## src/rtl/noc_test_node.sv

```systemverilog
// -----------------------------------------------------------------------------
// noc_test_node
//
// Traffic generator / checker endpoint for one local port of a NoC router.
//
// Send side: after reset, emits NUM_PKTS packets of PKT_LEN flits each,
// addressed to (DEST_X_ID, DEST_Y_ID). Packets are separated by GAP idle
// cycles.
//
// Receive side: sinks every inbound flit and counts complete packets whose
// header addresses this node. The count is reported on receive_num and
// saturates at 255.
//
// The two sides are independent and run at the same time.
//
// Ports
//   noc_clk            in   clock, rising edge
//   noc_rst_n          in   synchronous reset, ACTIVE-HIGH despite the name
//   receive_valid      in   inbound flit valid
//   receive_ready      out  inbound flit accepted (1 whenever out of reset)
//   receive_flit       in   inbound flit [DATA_WIDTH]
//   receive_is_header  in   inbound flit is a header
//   receive_is_tail    in   inbound flit is a tail
//   sender_valid       out  outbound flit valid
//   sender_ready       in   network accepts outbound flit
//   sender_flit        out  outbound flit [DATA_WIDTH]
//   sender_is_header   out  outbound flit is a header
//   sender_is_tail     out  outbound flit is a tail
//   receive_num        out  good packets received, saturating at 255
//
// Header flit layout:
//   [DW-1:DW-4]   dest X
//   [DW-5:DW-8]   dest Y
//   [DW-9:DW-12]  src X
//   [DW-13:DW-16] src Y
//   [7:0]         seq
//
// Payload flit k layout:
//   [15:8]        seq
//   [7:0]         k
// -----------------------------------------------------------------------------
module noc_test_node #(
    parameter int X_ID       = 0,
    parameter int Y_ID       = 0,
    parameter int DEST_X_ID  = 1,
    parameter int DEST_Y_ID  = 1,
    parameter int DATA_WIDTH = 32,
    parameter int PKT_LEN    = 4,
    parameter int NUM_PKTS   = 16,
    parameter int GAP        = 2
) (
    input  logic                  noc_clk,
    input  logic                  noc_rst_n,
    input  logic                  receive_valid,
    output logic                  receive_ready,
    input  logic [DATA_WIDTH-1:0] receive_flit,
    input  logic                  receive_is_header,
    input  logic                  receive_is_tail,
    output logic                  sender_valid,
    input  logic                  sender_ready,
    output logic [DATA_WIDTH-1:0] sender_flit,
    output logic                  sender_is_header,
    output logic                  sender_is_tail,
    output logic [7:0]            receive_num
);

    typedef enum logic [2:0] {
        S_IDLE,
        S_HEAD,
        S_BODY,
        S_TAIL,
        S_GAP,
        S_DONE
    } state_t;

    // Flit index k runs 0..PKT_LEN-1.
    localparam int IDX_W = $clog2(PKT_LEN);

    // The gap counter runs 0..GAP-1.
    localparam int GAP_W    = (GAP > 1) ? $clog2(GAP) : 1;
    localparam int GAP_LAST = (GAP > 0) ? GAP - 1 : 0;

    // ---------------------------------------------------------------------
    // Sender
    // ---------------------------------------------------------------------
    state_t             r_state;
    state_t             w_next_state;
    logic [7:0]         r_seq;
    logic [IDX_W-1:0]   r_idx;
    logic [GAP_W-1:0]   r_gap_cnt;
    logic               r_idle_done;   // IDLE lasts one full cycle after release

    logic               w_send_hs;
    logic               w_last_pkt;
    logic               w_last_body;
    logic               w_gap_end;

    assign w_send_hs   = sender_valid && sender_ready;
    assign w_last_pkt  = ((9'(r_seq) + 9'd1) == 9'(NUM_PKTS));
    assign w_last_body = (r_idx == IDX_W'(PKT_LEN - 2));
    assign w_gap_end   = (r_gap_cnt == GAP_W'(GAP_LAST));

    // State register
    // NOTE: sequential state is always assigned with <= so that every flop
    // samples pre-edge values; mixing in = here creates ordering races.
    always_ff @(posedge noc_clk) begin
        if (noc_rst_n) begin
            r_state <= S_IDLE;
        end else begin
            r_state <= w_next_state;
        end
    end

    // Next-state logic
    // NOTE: every always_comb output gets a default first, so no path can
    // leave it unassigned and infer a latch.
    always_comb begin
        w_next_state = r_state;
        case (r_state)
            S_IDLE: if (r_idle_done) w_next_state = S_HEAD;
            S_HEAD: if (w_send_hs)   w_next_state = (PKT_LEN == 2) ? S_TAIL : S_BODY;
            S_BODY: if (w_send_hs && w_last_body) w_next_state = S_TAIL;
            S_TAIL: begin
                if (w_send_hs) begin
                    if (w_last_pkt)    w_next_state = S_DONE;
                    else if (GAP == 0) w_next_state = S_HEAD;
                    else               w_next_state = S_GAP;
                end
            end
            S_GAP:  if (w_gap_end) w_next_state = S_HEAD;
            S_DONE: w_next_state = S_DONE;
            default: w_next_state = S_IDLE;
        endcase
    end

    // Sequence number, flit index and gap counter.
    // Counters only move on a handshake, so the presented flit holds while stalled.
    always_ff @(posedge noc_clk) begin
        if (noc_rst_n) begin
            r_seq       <= '0;
            r_idx       <= '0;
            r_gap_cnt   <= '0;
            r_idle_done <= 1'b0;
        end else begin
            r_idle_done <= 1'b1;
            if (w_send_hs) begin
                if (r_state == S_TAIL) begin
                    r_seq <= r_seq + 8'd1;
                    r_idx <= '0;
                end else begin
                    r_idx <= r_idx + IDX_W'(1);
                end
            end
            if (r_state == S_GAP) begin
                r_gap_cnt <= r_gap_cnt + GAP_W'(1);
            end else begin
                r_gap_cnt <= '0;
            end
        end
    end

    // Output logic: flits are a pure function of registered state.
    always_comb begin
        sender_valid     = 1'b0;
        sender_flit      = '0;
        sender_is_header = 1'b0;
        sender_is_tail   = 1'b0;
        case (r_state)
            S_HEAD: begin
                sender_valid                      = 1'b1;
                sender_is_header                  = 1'b1;
                sender_flit[DATA_WIDTH-1  -: 4]   = 4'(DEST_X_ID);
                sender_flit[DATA_WIDTH-5  -: 4]   = 4'(DEST_Y_ID);
                sender_flit[DATA_WIDTH-9  -: 4]   = 4'(X_ID);
                sender_flit[DATA_WIDTH-13 -: 4]   = 4'(Y_ID);
                sender_flit[7:0]                  = r_seq;
            end
            S_BODY, S_TAIL: begin
                sender_valid      = 1'b1;
                sender_is_tail    = (r_state == S_TAIL);
                sender_flit[15:8] = r_seq;
                sender_flit[7:0]  = 8'(r_idx);
            end
            default: ;
        endcase
    end

    // ---------------------------------------------------------------------
    // Receiver
    // ---------------------------------------------------------------------
    logic       r_receive_ready;
    logic       r_rx_open;      // a header has been seen and no tail yet
    logic       r_rx_match;     // open packet is addressed to this node
    logic [7:0] r_receive_num;

    logic       w_rx_hs;
    logic       w_hdr_match;
    logic       w_pkt_match;
    logic       w_pkt_open;
    logic       w_unused_flit_bits;

    assign w_rx_hs     = receive_valid && r_receive_ready;
    assign w_hdr_match = (receive_flit[DATA_WIDTH-1 -: 4] == 4'(X_ID)) &&
                         (receive_flit[DATA_WIDTH-5 -: 4] == 4'(Y_ID));

    // A flit that carries both flags is a one-flit packet judged on its own header.
    assign w_pkt_match = receive_is_header ? w_hdr_match : r_rx_match;
    assign w_pkt_open  = receive_is_header || r_rx_open;

    // Only the destination field is examined by the sink.
    assign w_unused_flit_bits = ^receive_flit[DATA_WIDTH-9:0];

    always_ff @(posedge noc_clk) begin
        if (noc_rst_n) begin
            r_receive_ready <= 1'b0;
            r_rx_open       <= 1'b0;
            r_rx_match      <= 1'b0;
            r_receive_num   <= '0;
        end else begin
            r_receive_ready <= 1'b1;
            if (w_rx_hs) begin
                if (receive_is_tail) begin
                    r_rx_open  <= 1'b0;
                    r_rx_match <= 1'b0;
                    if (w_pkt_open && w_pkt_match && (r_receive_num != 8'hFF)) begin
                        r_receive_num <= r_receive_num + 8'd1;
                    end
                end else if (receive_is_header) begin
                    // A fresh header restarts tracking even if a packet is open.
                    r_rx_open  <= 1'b1;
                    r_rx_match <= w_hdr_match;
                end
            end
        end
    end

    assign receive_ready = r_receive_ready;
    assign receive_num   = r_receive_num;

endmodule

```

## config.mk

```make
export PLATFORM = sky130hd
export DESIGN_NAME = noc_test_node
export DESIGN_NICKNAME = d
export VERILOG_FILES = /design/src/rtl/noc_test_node.sv
export SDC_FILE = /design/constraint.sdc
export NUM_CORES = 1
export LEC_CHECK = 0
export CAP_MARGIN = 20
export CELL_PAD_IN_SITES_DETAIL_PLACEMENT = 0
export CELL_PAD_IN_SITES_GLOBAL_PLACEMENT = 2
export CORE_MARGIN = 2
export CORE_UTILIZATION = 20
export CTS_BUF_LIST = sky130_fd_sc_hd__clkbuf_4
export DETAILED_ROUTE_END_ITERATION = 10
export HOLD_SLACK_MARGIN = 0.03
export PLACE_DENSITY_LB_ADDON = 0.1
export SETUP_SLACK_MARGIN = 0.1
export SYNTH_ARGS = -nofsm -noshare
export SYNTH_HDL_FRONTEND = slang
export SYNTH_SLANG_ARGS = --single-unit
```

## constraint.sdc

```tcl
create_clock -name noc_clk -period 1.5 [get_ports noc_clk]
set_input_delay 0.3 -clock noc_clk [delete_from_list [all_inputs] [get_ports noc_clk]]
set_output_delay 0.3 -clock noc_clk [all_outputs]
set_load 0.01 [all_outputs]
```

==> load_flow_metrics.sql <==
INSERT INTO impl_metrics (metric_group, metric, value, unit) VALUES
('worst_setup_path', 'worst-endpoint-required', '1200', 'ps'),
('timing', 'finalCriticalPeriod', '1680', 'ps'),
('yosys', 'post_synth_instance_area', '1600', 'sq um'),
('worst_setup_path', 'timing.critical_path.fanout_max', '5', ''),
('detailed_routing', 'routed_wire_length_per_instance', '13.1', 'um'),
('yosys', 'synthTopCellsByArea', 'sky130_fd_sc_hd__dfxtp_1, sky130_fd_sc_hd__buf_4, sky130_fd_sc_hd__and2_1', ''),
('worst_setup_path', 'worst_r2r_endpoint', 'receive_num[0]', ''),
('finish', 'num_antenna_cells', '0', ''),
('grt', 'largest_net_degree_at_the_start_of_global_routing', '19', ''),
('power_and_ir_drop', 'total_power', '1430', 'uW'),
('detailed_routing', 'drtAntennaViolNets', '0', ''),
('timing', 'clock.fmax', '0.595', 'GHz'),
('clock_network', 'cts_max_level', '1', ''),
('detailed_routing', 'first_iter_violations', '41', ''),
('clock_network', 'cts_made_buffers', '3', ''),
('worst_setup_path', 'worst_r2r_startpoint', 'receive_num[0]', ''),
('worst_setup_path', 'setup.worst_path.class', 'reg2out', ''),
('yosys', 'synth-main-ff-cell', 'sky130_fd_sc_hd__dfxtp_1', ''),
('worst_setup_path', 'worstSetupStartpoint', 'r_state[1]', ''),
('die', 'start_util', '0.207', ''),
('worst_setup_path', 'timing.reg2reg.setup_slack', '-70', 'ps'),
('placed_design', 'io_buffers', '43', ''),
('yosys', 'yosysTopAreaCellShare', '0.313', ''),
('die', 'dieArea', '8720', 'sq um'),
('timing', 'grt_setup_unrepaired', 'yes', ''),
('worst_setup_path', 'worstSetupEndpointType', 'output pin', ''),
('die', 'die_w', '93.4', 'um'),
('yosys', 'post_synth_num_cell_types', '46', ''),
('yosys', 'yosys.area.top_type', 'sky130_fd_sc_hd__dfxtp_1', ''),
('die', 'die_h', '93.4', 'um'),
('timing', 'hold_viol', '0', ''),
('finish', 'layout_stage_area_growth_over_the_synthesis_result', '69.5', '%'),
('detailed_routing', 'detail_route.vias_per_cell', '4.33', ''),
('yosys', 'flip_flop_and_latch_count_after_synthesis', '25', ''),
('status', 'failed_checks', 'negative setup slack', ''),
('timing', 'timing.setup.tns', '-2590', 'ps'),
('worst_hold_path', 'min_path_type', 'in2reg', ''),
('timing', 'report.final.setup_viol', '27', ''),
('power_and_ir_drop', 'power.density_cell_area', '528', 'nW/um^2'),
('timing', 'final.setup.worst_slack', '-182', 'ps'),
('clock_network', 'cts_root_buf', 'sky130_fd_sc_hd__clkbuf_4', ''),
('timing', 'fin_skew', '8.81', 'ps'),
('yosys', 'ys_async_sr_fraction', '0', ''),
('power_and_ir_drop', 'ir_drop', '0.293', 'mV'),
('worst_setup_path', 'worstSetupEndpoint', 'sender_flit[0]', ''),
('yosys', 'synth_enable_flop_cells', '0', ''),
('worst_setup_path', 'worst_r2r_path_depth', '7', ''),
('clock_network', 'clkLatencyLatePin', '330', 'ps'),
('placed_design', 'hpwlAfterDp', '3.40', 'mm'),
('status', 'result_of_the_run', 'complete, but fails checks', ''),
('detailed_routing', 'drt_drc_violations_left', '0', ''),
('grt', 'globalRouteTotalUtil', '0.112', ''),
('detailed_routing', 'vias', '1662', ''),
('clock_network', 'clock-sinks', '25', ''),
('die', 'floorplan.rows', '32', ''),
('clock_network', 'tritoncts', 'built', ''),
('timing', 'maxSlewViolCount', '0', ''),
('detailed_routing', 'detail_route.first_pass.iterations', '4', ''),
('worst_setup_path', 'worstSetupStartpointType', 'flip-flop', ''),
('grt', 'grt-ovfl-total', '0', ''),
('grt', 'grt_antenna_before_repair', '0', ''),
('clock_network', 'path_clk_slew', '160', 'ps'),
('timing', 'min_period_over_period', '1.12', ''),
('run', 'drv_cap', '0', ''),
('yosys', 'syn-instance-count', '191', ''),
('worst_setup_path', 'cp.arrival', '1380', 'ps'),
('grt', 'grt_pass1_vias', '1499', ''),
('power_and_ir_drop', 'static_power_due_to_leakage', '0.00114', 'uW'),
('grt', 'grt_pass1_wl', '7.76', 'mm'),
('die', 'core_region_area', '7730', 'sq um'),
('finish', 'design.final.nets', '324', ''),
('die', 'pin_count', '82', ''),
('clock_network', 'number_of_buffers_on_the_longest_clock_path', '2', ''),
('yosys', 'syn_avg_cell_area', '8.37', 'sq um'),
('timing', 'whs', '380', 'ps'),
('placed_design', 'gp_routability_congestion', '0.709', ''),
('finish', 'final_layout_size_suffix_gt1_frac', '0.521', ''),
('yosys', 'synth_seq_area_share', '0.313', ''),
('finish', 'filler_cell_count', '847', ''),
('detailed_routing', 'routed_wirelength', '5.05', 'mm'),
('yosys', 'yosysWarnings', '0', '');
sequential cells by signal, indices dropped and copies added (netlist names):
name,cells
r_seq,8
r_gap_cnt,1
receive_num,8
receive_ready,1
r_rx_match,1
r_state,3
r_idx,2
r_rx_open,1
synthesized netlist by cell type, drive strengths merged (5+ instances only):
| cell | count |
|---|---|
| a21oi | 9 |
| a31oi | 5 |
| and2 | 16 |
| buf | 21 |
| clkbuf | 6 |
| dfxtp | 25 |
| inv | 5 |
| nand2 | 11 |
| nand3 | 7 |
| nor2 | 13 |
| o31ai | 5 |
| or4 | 5 |
| xor2 | 5 |
worst min path at each step:
stage	startpoint	slack, ps	endpoint	depth (start not counted)
after global placement	r_rx_match	440	r_rx_match	2
after CTS	receive_is_tail	360	r_rx_match	3
final	receive_is_tail	380	r_rx_match	3
after global routing	receive_is_tail	380	r_rx_match	3
after floorplan	r_rx_match	430	r_rx_match	2
after detailed placement	r_rx_match	450	r_rx_match	2
cells in the final DEF (no fill, tap or decap), types with 3 or more instances in the layout:
| cell type | instances |
|---|---|
| sky130_fd_sc_hd__dfxtp_1 | 12 |
| sky130_fd_sc_hd__nand2_1 | 10 |
| sky130_fd_sc_hd__buf_2 | 20 |
| sky130_fd_sc_hd__nor3_1 | 3 |
| sky130_fd_sc_hd__conb_1 | 14 |
| sky130_fd_sc_hd__buf_6 | 17 |
| sky130_fd_sc_hd__nand2b_1 | 3 |
| sky130_fd_sc_hd__xor2_1 | 5 |
| sky130_fd_sc_hd__nor2_1 | 12 |
| sky130_fd_sc_hd__dfxtp_4 | 5 |
| sky130_fd_sc_hd__nand4_1 | 4 |
| sky130_fd_sc_hd__inv_1 | 4 |
| sky130_fd_sc_hd__a31oi_1 | 3 |
| sky130_fd_sc_hd__nand3_2 | 3 |
| sky130_fd_sc_hd__and3_1 | 3 |
| sky130_fd_sc_hd__clkdlybuf4s15_1 | 5 |
| sky130_fd_sc_hd__and2_4 | 3 |
| sky130_fd_sc_hd__clkbuf_2 | 7 |
| sky130_fd_sc_hd__a21oi_1 | 5 |
| sky130_fd_sc_hd__buf_4 | 41 |
| sky130_fd_sc_hd__clkbuf_4 | 4 |
| sky130_fd_sc_hd__a31oi_4 | 3 |
| sky130_fd_sc_hd__or4_4 | 4 |
| sky130_fd_sc_hd__mux2i_1 | 3 |
| sky130_fd_sc_hd__and2_1 | 12 |
| sky130_fd_sc_hd__dfxtp_2 | 8 |
| sky130_fd_sc_hd__nor4_4 | 3 |
| sky130_fd_sc_hd__dlygate4sd2_1 | 6 |
| sky130_fd_sc_hd__o31ai_1 | 4 |
| sky130_fd_sc_hd__a21oi_2 | 4 |
per-layer routing:
layer | vias to the layer above | part of all wire | global-route usage
met5 | - | 0 | 0
met4 | 0 | 0.0089 | 0.0294
met3 | 4 | 0.035 | 0.0161
met2 | 29 | 0.45 | 0.163
met1 | 796 | 0.50 | 0.171
li1 | 833 | - | -
logic make-up (layout without fill, tap and decap cells):
| family | after synthesis | after routing | synth area share |
|---|---|---|---|
| AO/OA/AOI/OAI | 29 | 30 | 0.121 |
| XOR/XNOR | 8 | 8 | 0.0439 |
| adder cells (fa/ha/maj) | 3 | 3 | 0.0235 |
| buffers and inverters | 32 | 109 | 0.121 |
| flip-flops | 25 | 25 | 0.313 |
| multiplexers | 6 | 6 | 0.0399 |
| other | 1 | 14 | 0.00235 |
| AND/OR/NAND/NOR | 87 | 87 | 0.335 |
timing repair:
item,in CTS,in global routing
hold buffers,0,0
gates resized for setup,154,48
endpoints found under the hold margin,0,0
setup endpoints to repair,42,47
gates cloned,1,2
pin swaps,17,25
buffers inserted,3,10
metrics by stage:
step           std cells  instance area (sq um)   util  worst slack, ps
5_1_grt              384                   2710  0.351             -257
6_report             384                   2710  0.351             -182
3_3_place_gp         364                   2420  0.313             -596
3_5_place_dp         364                   2420  0.313             -635
4_1_cts              372                   2480  0.321             -232
2_1_floorplan        204                   1720      -            -56.1
where the power goes:
| group | total, uW | internal [uW] | switching (uW) |
|---|---|---|---|
| sequential | 699 | 680 | 19.1 |
| clock | 347 | 122 | 225 |
| combinational | 384 | 199 | 185 |
| total | 1430 | 1000 | 429 |
worst max-delay path, stage by stage (launching register included):
cell	delay, ps
sky130_fd_sc_hd__dfxtp_4	390
sky130_fd_sc_hd__nor2b_4	130
sky130_fd_sc_hd__buf_6	120
sky130_fd_sc_hd__buf_6	110
sky130_fd_sc_hd__a22o_1	160
sky130_fd_sc_hd__buf_2	130
layout make-up:
type | count | area, sq um | share of cell area
Multi-Input combinational cell | 148 | 1210 | 0.447
Timing Repair Buffer | 100 | 792 | 0.292
Sequential cell | 25 | 529 | 0.195
Tap cell | 102 | 128 | 0.0471
Clock buffer | 4 | 30.0 | 0.0111
Inverter | 5 | 18.8 | 0.00693
(Power assumes the default switching activity.)
